File: src/rtl/interleave_acc.sv
// Per-channel frame accumulator for a round-robin interleaved sample stream.
// Optional saturating arithmetic and o_sat flag: define INTERLEAVE_ACC_SAT_EN.
module interleave_acc #(
    parameter int NUM_CH    = 16,
    parameter int FRAME_LEN = 4,
    parameter int ACC_W     = 40,
    localparam int CH_W     = (NUM_CH > 1) ? $clog2(NUM_CH) : 1,
    localparam int PASS_W   = (FRAME_LEN > 1) ? $clog2(FRAME_LEN) : 1
) (
    input  logic              clk,
    input  logic              rst,
    input  logic [31:0]       i_acc,
    input  logic              srdyi_acc,
    output logic [ACC_W-1:0]  o_acc,
    output logic [CH_W-1:0]   o_ch,
    output logic              srdyo_acc,
`ifdef INTERLEAVE_ACC_SAT_EN
    output logic              o_sat,
`endif
    output logic              o_frame_done
);

    logic [CH_W-1:0]   ch_cnt_q, ch_cnt_d;
    logic [PASS_W-1:0] pass_cnt_q, pass_cnt_d;
    logic [ACC_W-1:0]  o_acc_q, o_acc_d;
    logic [CH_W-1:0]   o_ch_q, o_ch_d;
    logic              srdyo_q, srdyo_d;
    logic              frame_done_q, frame_done_d;

    logic [ACC_W-1:0]  acc_q [NUM_CH];
    logic [NUM_CH-1:0] acc_wr_en;
    logic [ACC_W-1:0]  acc_rd;
    logic [ACC_W-1:0]  acc_wr;
    logic [ACC_W-1:0]  sample_ext;
    logic [ACC_W-1:0]  sum;
    logic              last_pass;
    logic              last_ch;

    assign last_pass  = (pass_cnt_q == PASS_W'(FRAME_LEN - 1));
    assign last_ch    = (ch_cnt_q == CH_W'(NUM_CH - 1));
    assign sample_ext = ACC_W'(signed'(i_acc));
    assign acc_rd     = acc_q[ch_cnt_q];

`ifdef INTERLEAVE_ACC_SAT_EN
    // One extra bit exposes signed overflow: top two bits disagree.
    logic [ACC_W:0]    sum_wide;
    logic              ovf;
    logic [NUM_CH-1:0] sat_q;
    logic              o_sat_q, o_sat_d;

    assign sum_wide = {acc_rd[ACC_W-1], acc_rd} + {sample_ext[ACC_W-1], sample_ext};
    assign ovf      = sum_wide[ACC_W] ^ sum_wide[ACC_W-1];

    always_comb begin
        sum = sum_wide[ACC_W-1:0];
        if (ovf) begin
            sum = sum_wide[ACC_W] ? {1'b1, {(ACC_W-1){1'b0}}}
                                  : {1'b0, {(ACC_W-1){1'b1}}};
        end
    end
`else
    assign sum = acc_rd + sample_ext;
`endif

    // The last pass emits the sum and leaves the entry cleared for the next frame.
    assign acc_wr = last_pass ? '0 : sum;

    for (genvar gi = 0; gi < NUM_CH; gi++) begin : g_wr_en
        assign acc_wr_en[gi] = srdyi_acc && (ch_cnt_q == CH_W'(gi));
    end

    always_ff @(posedge clk or posedge rst) begin
        if (rst) begin
            for (int i = 0; i < NUM_CH; i++) begin
                acc_q[i] <= '0;
            end
        end else begin
            for (int i = 0; i < NUM_CH; i++) begin
                if (acc_wr_en[i]) begin
                    acc_q[i] <= acc_wr;
                end
            end
        end
    end

`ifdef INTERLEAVE_ACC_SAT_EN
    always_ff @(posedge clk or posedge rst) begin
        if (rst) begin
            sat_q <= '0;
        end else begin
            for (int i = 0; i < NUM_CH; i++) begin
                if (acc_wr_en[i]) begin
                    sat_q[i] <= last_pass ? 1'b0 : (sat_q[i] | ovf);
                end
            end
        end
    end
`endif

    always_comb begin
        ch_cnt_d     = ch_cnt_q;
        pass_cnt_d   = pass_cnt_q;
        o_acc_d      = o_acc_q;
        o_ch_d       = o_ch_q;
        srdyo_d      = 1'b0;
        frame_done_d = 1'b0;
`ifdef INTERLEAVE_ACC_SAT_EN
        o_sat_d      = o_sat_q;
`endif
        if (srdyi_acc) begin
            ch_cnt_d = ch_cnt_q + CH_W'(1);
            if (last_ch) begin
                ch_cnt_d   = '0;
                pass_cnt_d = last_pass ? '0 : pass_cnt_q + PASS_W'(1);
            end
            if (last_pass) begin
                o_acc_d      = sum;
                o_ch_d       = ch_cnt_q;
                srdyo_d      = 1'b1;
                frame_done_d = last_ch;
`ifdef INTERLEAVE_ACC_SAT_EN
                o_sat_d      = sat_q[ch_cnt_q] | ovf;
`endif
            end
        end
    end

    always_ff @(posedge clk or posedge rst) begin
        if (rst) begin
            ch_cnt_q     <= '0;
            pass_cnt_q   <= '0;
            o_acc_q      <= '0;
            o_ch_q       <= '0;
            srdyo_q      <= 1'b0;
            frame_done_q <= 1'b0;
        end else begin
            ch_cnt_q     <= ch_cnt_d;
            pass_cnt_q   <= pass_cnt_d;
            o_acc_q      <= o_acc_d;
            o_ch_q       <= o_ch_d;
            srdyo_q      <= srdyo_d;
            frame_done_q <= frame_done_d;
        end
    end

`ifdef INTERLEAVE_ACC_SAT_EN
    always_ff @(posedge clk or posedge rst) begin
        if (rst) begin
            o_sat_q <= 1'b0;
        end else begin
            o_sat_q <= o_sat_d;
        end
    end

    assign o_sat = o_sat_q;
`endif

    assign o_acc        = o_acc_q;
    assign o_ch         = o_ch_q;
    assign srdyo_acc    = srdyo_q;
    assign o_frame_done = frame_done_q;

endmodule

File: config.mk
export PLATFORM = sky130hd
export DESIGN_NAME = interleave_acc
export DESIGN_NICKNAME = d
export VERILOG_FILES = /design/src/rtl/interleave_acc.sv
export SDC_FILE = /design/constraint.sdc
export NUM_CORES = 2
export LEC_CHECK = 0
export BUFFER_PORTS_ARGS = -buffer_cell sky130_fd_sc_hd__buf_2
export CORE_MARGIN = 8
export CORE_UTILIZATION = 35
export DETAILED_ROUTE_END_ITERATION = 10
export PLACE_DENSITY = 0.59
export SLEW_MARGIN = 10
export SYNTH_ARGS = -nofsm -noshare
export SYNTH_HDL_FRONTEND = slang
export SYNTH_SLANG_ARGS = --single-unit
File: constraint.sdc
create_clock -name clk -period 36.4 [get_ports clk]
set_clock_uncertainty 0.1 [all_clocks]
set_input_delay 0 -clock clk [delete_from_list [all_inputs] [get_ports clk]]
set_output_delay 0 -clock clk [all_outputs]
set_load 0.01 [all_outputs]
* Word level (Yosys, flattened, before mapping)
Index checks and enable logic that the tools add are counted.
Widths: inputs -> output; s select.
** Storage, ports and cells
- Register bits after elaboration :: 692
- Input bits :: 35
- Output and inout bits :: 46
** Cells by class
- Add/sub/neg operators :: 3
- Magnitude comparators :: 1
- Eq/ne operators :: 16
- Mux-type cells :: 10
- Bitwise logic cells :: 1
- Reductions and logical operators :: 19
** Operators with widths (number)
- $bmux 40 s4 :: 1
- $mux 40 :: 3
- $add 40x40->40 :: 1
- $eq 4x4->1 const B :: 8
- $eq 4x3->1 const B :: 4
- $logic_and 1x1->1 :: 16
- $eq 4x2->1 const B :: 2
- $ge 5x5->1 const B :: 1
- $not 4->5 :: 1
- $add 4x1->4 const B :: 1
- $eq 4x1->1 const B :: 1
- $logic_not 4->1 :: 1
- $mux 1 :: 4
- $mux 4 :: 1
- $reduce_and 2->1 :: 2
- $add 2x1->2 const B :: 1
- $eq 2x2->1 const B :: 1
- $mux 2 :: 1

* Longest topological paths before layout
- Depth in word-level cells :: 6
- Gate-level depth with buffers :: 18
- Mapped depth without buffers :: 12

* Least setup slack after synthesis
Ideal clock, no wire load.
- Path type :: flip-flop to flip-flop
- From :: reg ch_cnt_q[0]
- To :: reg acc_q[276] (netlist name)
- Data arrival time :: 4.984 ns
- Path slack :: 31.181 ns
- Stages on the path, launching flop included :: 17
- Period minus slack after synthesis :: 5.219 ns
- Path through :: dfrtp_1 -> buf_2 -> clkbuf_1 -> buf_1 -> mux4_2 -> mux4_2 -> ha_1 -> fa_1 -> a21o_1 -> a221oi_2 -> o311ai_4 -> a31oi_4 -> o21ai_2 -> a211oi_2 -> xor2_2 -> buf_4 -> o31ai_1
** Between the ends
- Word-level cells in the longest chain between the ends :: 6
- Elaborated cells on any way between the ends :: 8
- Those cells by class :: 1 x add/sub; 1 x eq/ne; 4 x mux; 1 x bitwise; 1 x reduce/logical
** Ends and longest elaborated chain
- start: declaration :: RTL line 23 : logic [CH_W-1:0] ch_cnt_q, ch_cnt_d;
- start signal: assignment :: RTL line 137 : ch_cnt_q <= ch_cnt_d;
- $not 4->5 (implied by the code) :: RTL line 42 : assign acc_rd = acc_q[ch_cnt_q];
- $bmux 40 s4 :: RTL line 42
- $mux 40 (implied by the code) (2 in series) :: RTL line 42
- $add 40x40->40 :: RTL line 62 : assign sum = acc_rd + sample_ext;
- $mux 40 :: RTL line 66 : assign acc_wr = last_pass ? '0 : sum;
- end signal: indexed assignment :: RTL line 80 : acc_q[i] <= acc_wr;
- end: declaration :: RTL line 30 : logic [ACC_W-1:0] acc_q [NUM_CH];
Parallel ways exist; a longest one is shown, timed or not. The select of a mux whose other input is x is not followed.
A chain may end at the register's enable or synchronous reset.

* Worst setup path in the final report
- From :: reg ch_cnt_q[1]
- To :: reg acc_q[556] (netlist name)
Same word-level chain as after synthesis.

==> impl_metrics.env <==
export IMPL_met1_usage_pct=24.7
export IMPL_core_area_sq_um=91700
export IMPL_synthArstFlopShare_pct=100
export IMPL_drv_cap=0
export IMPL_grt_overflow=0
export IMPL_fin_nets=2854
export IMPL_grt_busiest_layer="met2"
export IMPL_synth_edff_count=0
export IMPL_port_buffer_count=80
export IMPL_synth_seq_area_share_pct=53.5
export IMPL_synth_common_cells="692 x dfrtp_1, 583 x nand2_1, 444 x o21ai_0"
export IMPL_fp_dieH_microns=320
export IMPL_synth_avg_cell_area_sq_um=11.4
export IMPL_grt_use_total_pct=17.7
export IMPL_syn_inst=2827
export IMPL_drc=0
export IMPL_firstDrtPassIters=6
export IMPL_rsz0062_at_grt="false"
export IMPL_slew_headroom_pct=27.4
export IMPL_worst_slack_ns=28.78
export IMPL_cts_buffer_depth=3
export IMPL_vias=22000
export IMPL_reg2reg_to="acc_q[556]"
export IMPL_die_w_microns=320
export IMPL_antenna_found_initial=1
export IMPL_dpl_cell_count=3879
export IMPL_first_iter_violations=1691
export IMPL_grt_pass1_vias=22500
export IMPL_fmax_mhz=131
export IMPL_insertion_delay_ns=0.61
export IMPL_worstHoldPathType="input port to async pin"
export IMPL_synth_top_area_share_pct=53.5
export IMPL_reg2reg_from="ch_cnt_q[1]"
export IMPL_status="complete, no violations"
export IMPL_yosys_warnings=0
export IMPL_gr_usage_met2_pct=28.3
export IMPL_endpoint_kind="register"
export IMPL_wl_per_cell_microns=22.6
export IMPL_setup_viol=0
export IMPL_syn2layout_area_growth_pct=11.8
export IMPL_clockRootBuffer="clkbuf_16"
export IMPL_cp_start_kind="register"
export IMPL_finalMaxSlewViolations=0
export IMPL_crit_chain="buf_4 -> buf_4 -> buf_4 -> mux4_2 -> mux4_2 -> ha_1 -> fa_1 -> a21o_1 -> a221oi_2 -> o311ai_4 -> a31oi_4 -> o21ai_2 -> a211oi_2 -> xor2_2 -> o31ai_1"
export IMPL_yosysMostFrequentCell="dfrtp_1"
export IMPL_clkTransAtPathRegs_ns=0.06
export IMPL_synth_area_leader_cell="dfrtp_1"
export IMPL_ff2ff_path_depth=15
export IMPL_ys_flop_type="dfrtp_1"
export IMPL_period_minus_slack_ns=7.62
export IMPL_avgViaCountPerCell=5.49
export IMPL_start_util_pct=35.3
export IMPL_hpwl_mm=53.9
export IMPL_yosysUniqueCellTypes=74
export IMPL_postCtsSetupRepairBufs=0
export IMPL_r2r_setup_slack_ns=28.78
export IMPL_dp_slack_ns=28.82
export IMPL_critical_path_arrival_ns=7.94
export IMPL_place_congestion=0.914
export IMPL_diodes=0
export IMPL_fin_tns_setup_ns=0
export IMPL_ys_ff_latch=692
export IMPL_drive_gt1_share_pct=18.3
export IMPL_fp_dieArea_sq_um=102000
export IMPL_finalNonFillerCells=4014
export IMPL_tightest_slew_ns=1.08
export IMPL_timing_worst_setup_path_type="register to register"
export IMPL_rows=111
export IMPL_final_period_utilization_pct=20.9
export IMPL_crit_top_cell="buf_4"
export IMPL_cp_slowest_stage_delay_ns=0.77
export IMPL_hold_viol=0
export IMPL_met3_usage_pct=2.61
export IMPL_cts_buffers=70
export IMPL_synthTopCellsByArea="dfrtp_1 54%, mux4_2 14%, o21ai_0 6.9%, nand2_1 6.8%, a22o_1 3.0%"
export IMPL_crit_required_ns=36.73
export IMPL_io_pins=81
export IMPL_cts_tree="built"
export IMPL_grt_max_degree=173
export IMPL_routed_wl_mm=90.5
export IMPL_antenna_left=0
export IMPL_grt_pass1_wl_mm=142
export IMPL_cts_sinks=692
export IMPL_ctsResizeCount=0
export IMPL_netlist_area_sq_um=32400
export IMPL_cp_max_fo=52
export IMPL_slowest_stage="buf_4"
export IMPL_synth_nets=2907
export IMPL_htree_levels=3
## layout by cell type (no fill, tap or decap), types with 43 or more instances in the layout
cell       count
o21ai_1       50
ha_1          43
buf_2         80
o31ai_1       49
a22o_1       112
mux4_2       200
dfrtp_1      688
clkbuf_16     73
a21oi_1       47
nand2_1      582
o21ai_0      444
## cells by family after synthesis
| logic type | count (synthesis) | share of synthesized area [%] |
|---|---|---|
| simple gates | 724 | 9.12 |
| flops | 692 | 53.5 |
| buf+inv | 273 | 3.37 |
| fa+ha+maj | 45 | 1.76 |
| compound gates | 810 | 15.6 |
| xor+xnor | 35 | 1.13 |
| mux | 248 | 15.5 |
## worst max-delay path, delay by kind of cell (launching register included)
family                     cells  cell delay (ns)
buffers and inverters          3             2.21
adders and majority gates      2             0.70
xor gates and xnor gates       1             0.76
AOI/OAI and AO/OA              7             1.81
muxes                          2             1.04
DFF                            1             0.68
## what timing repair did
| item | CTS | global route |
|---|---|---|
| hold buffers | 9 | 0 |
| endpoints found under the setup margin | 0 | 0 |
| endpoints found under the hold margin | 120 | 0 |
## metrics by stage
step / instance area (sq um) / utilization, % / hold WS [ns]
after CTS: 36200 / 39.5 / 0.00247
after floorplan: 32400 / - / 0.184
final: 36200 / 39.5 / 0.0176
after global routing: 36200 / 39.5 / 0.0388
after detailed placement: 33800 / 36.8 / 0.121
after global placement: 33800 / 36.8 / 0.121
## state kept, by name, summed over array words and instances (netlist names)
signal,cells
acc_q,640
ch_cnt_q,4
o_acc,40
o_ch,4
o_frame_done,1
pass_cnt_q,2
srdyo_acc,1
## worst max-delay path by stage
stage	startpoint	to	cells past startpoint
after detailed placement	ch_cnt_q[1]	acc_q[116]	15
final	ch_cnt_q[1]	acc_q[556]	15
after floorplan	rst	acc_q[0]	1
after CTS	ch_cnt_q[1]	acc_q[116]	15
after global placement	ch_cnt_q[1]	acc_q[116]	15
after global routing	ch_cnt_q[1]	acc_q[436]	15
## per-layer routing
metal / wire length [microns] / part of all wire, %
met1: 41000 / 45
met4: 2790 / 3.1
met5: 13 / 0.014
met3: 4550 / 5.0
met2: 42200 / 47
## layout make-up
class | instances | area, sq um
clock buffer | 107 | 2150
clock inverter | 19 | 171
tap | 1186 | 1480
inverter | 18 | 75.1
sequential | 692 | 17300
fill | 8732 | 55500
timing repair buffer | 130 | 823
multi-input combinational | 1862 | 14100
Power is not shown: default switching activity piles up to over one toggle a cycle in this logic, so the estimate is an artifact.
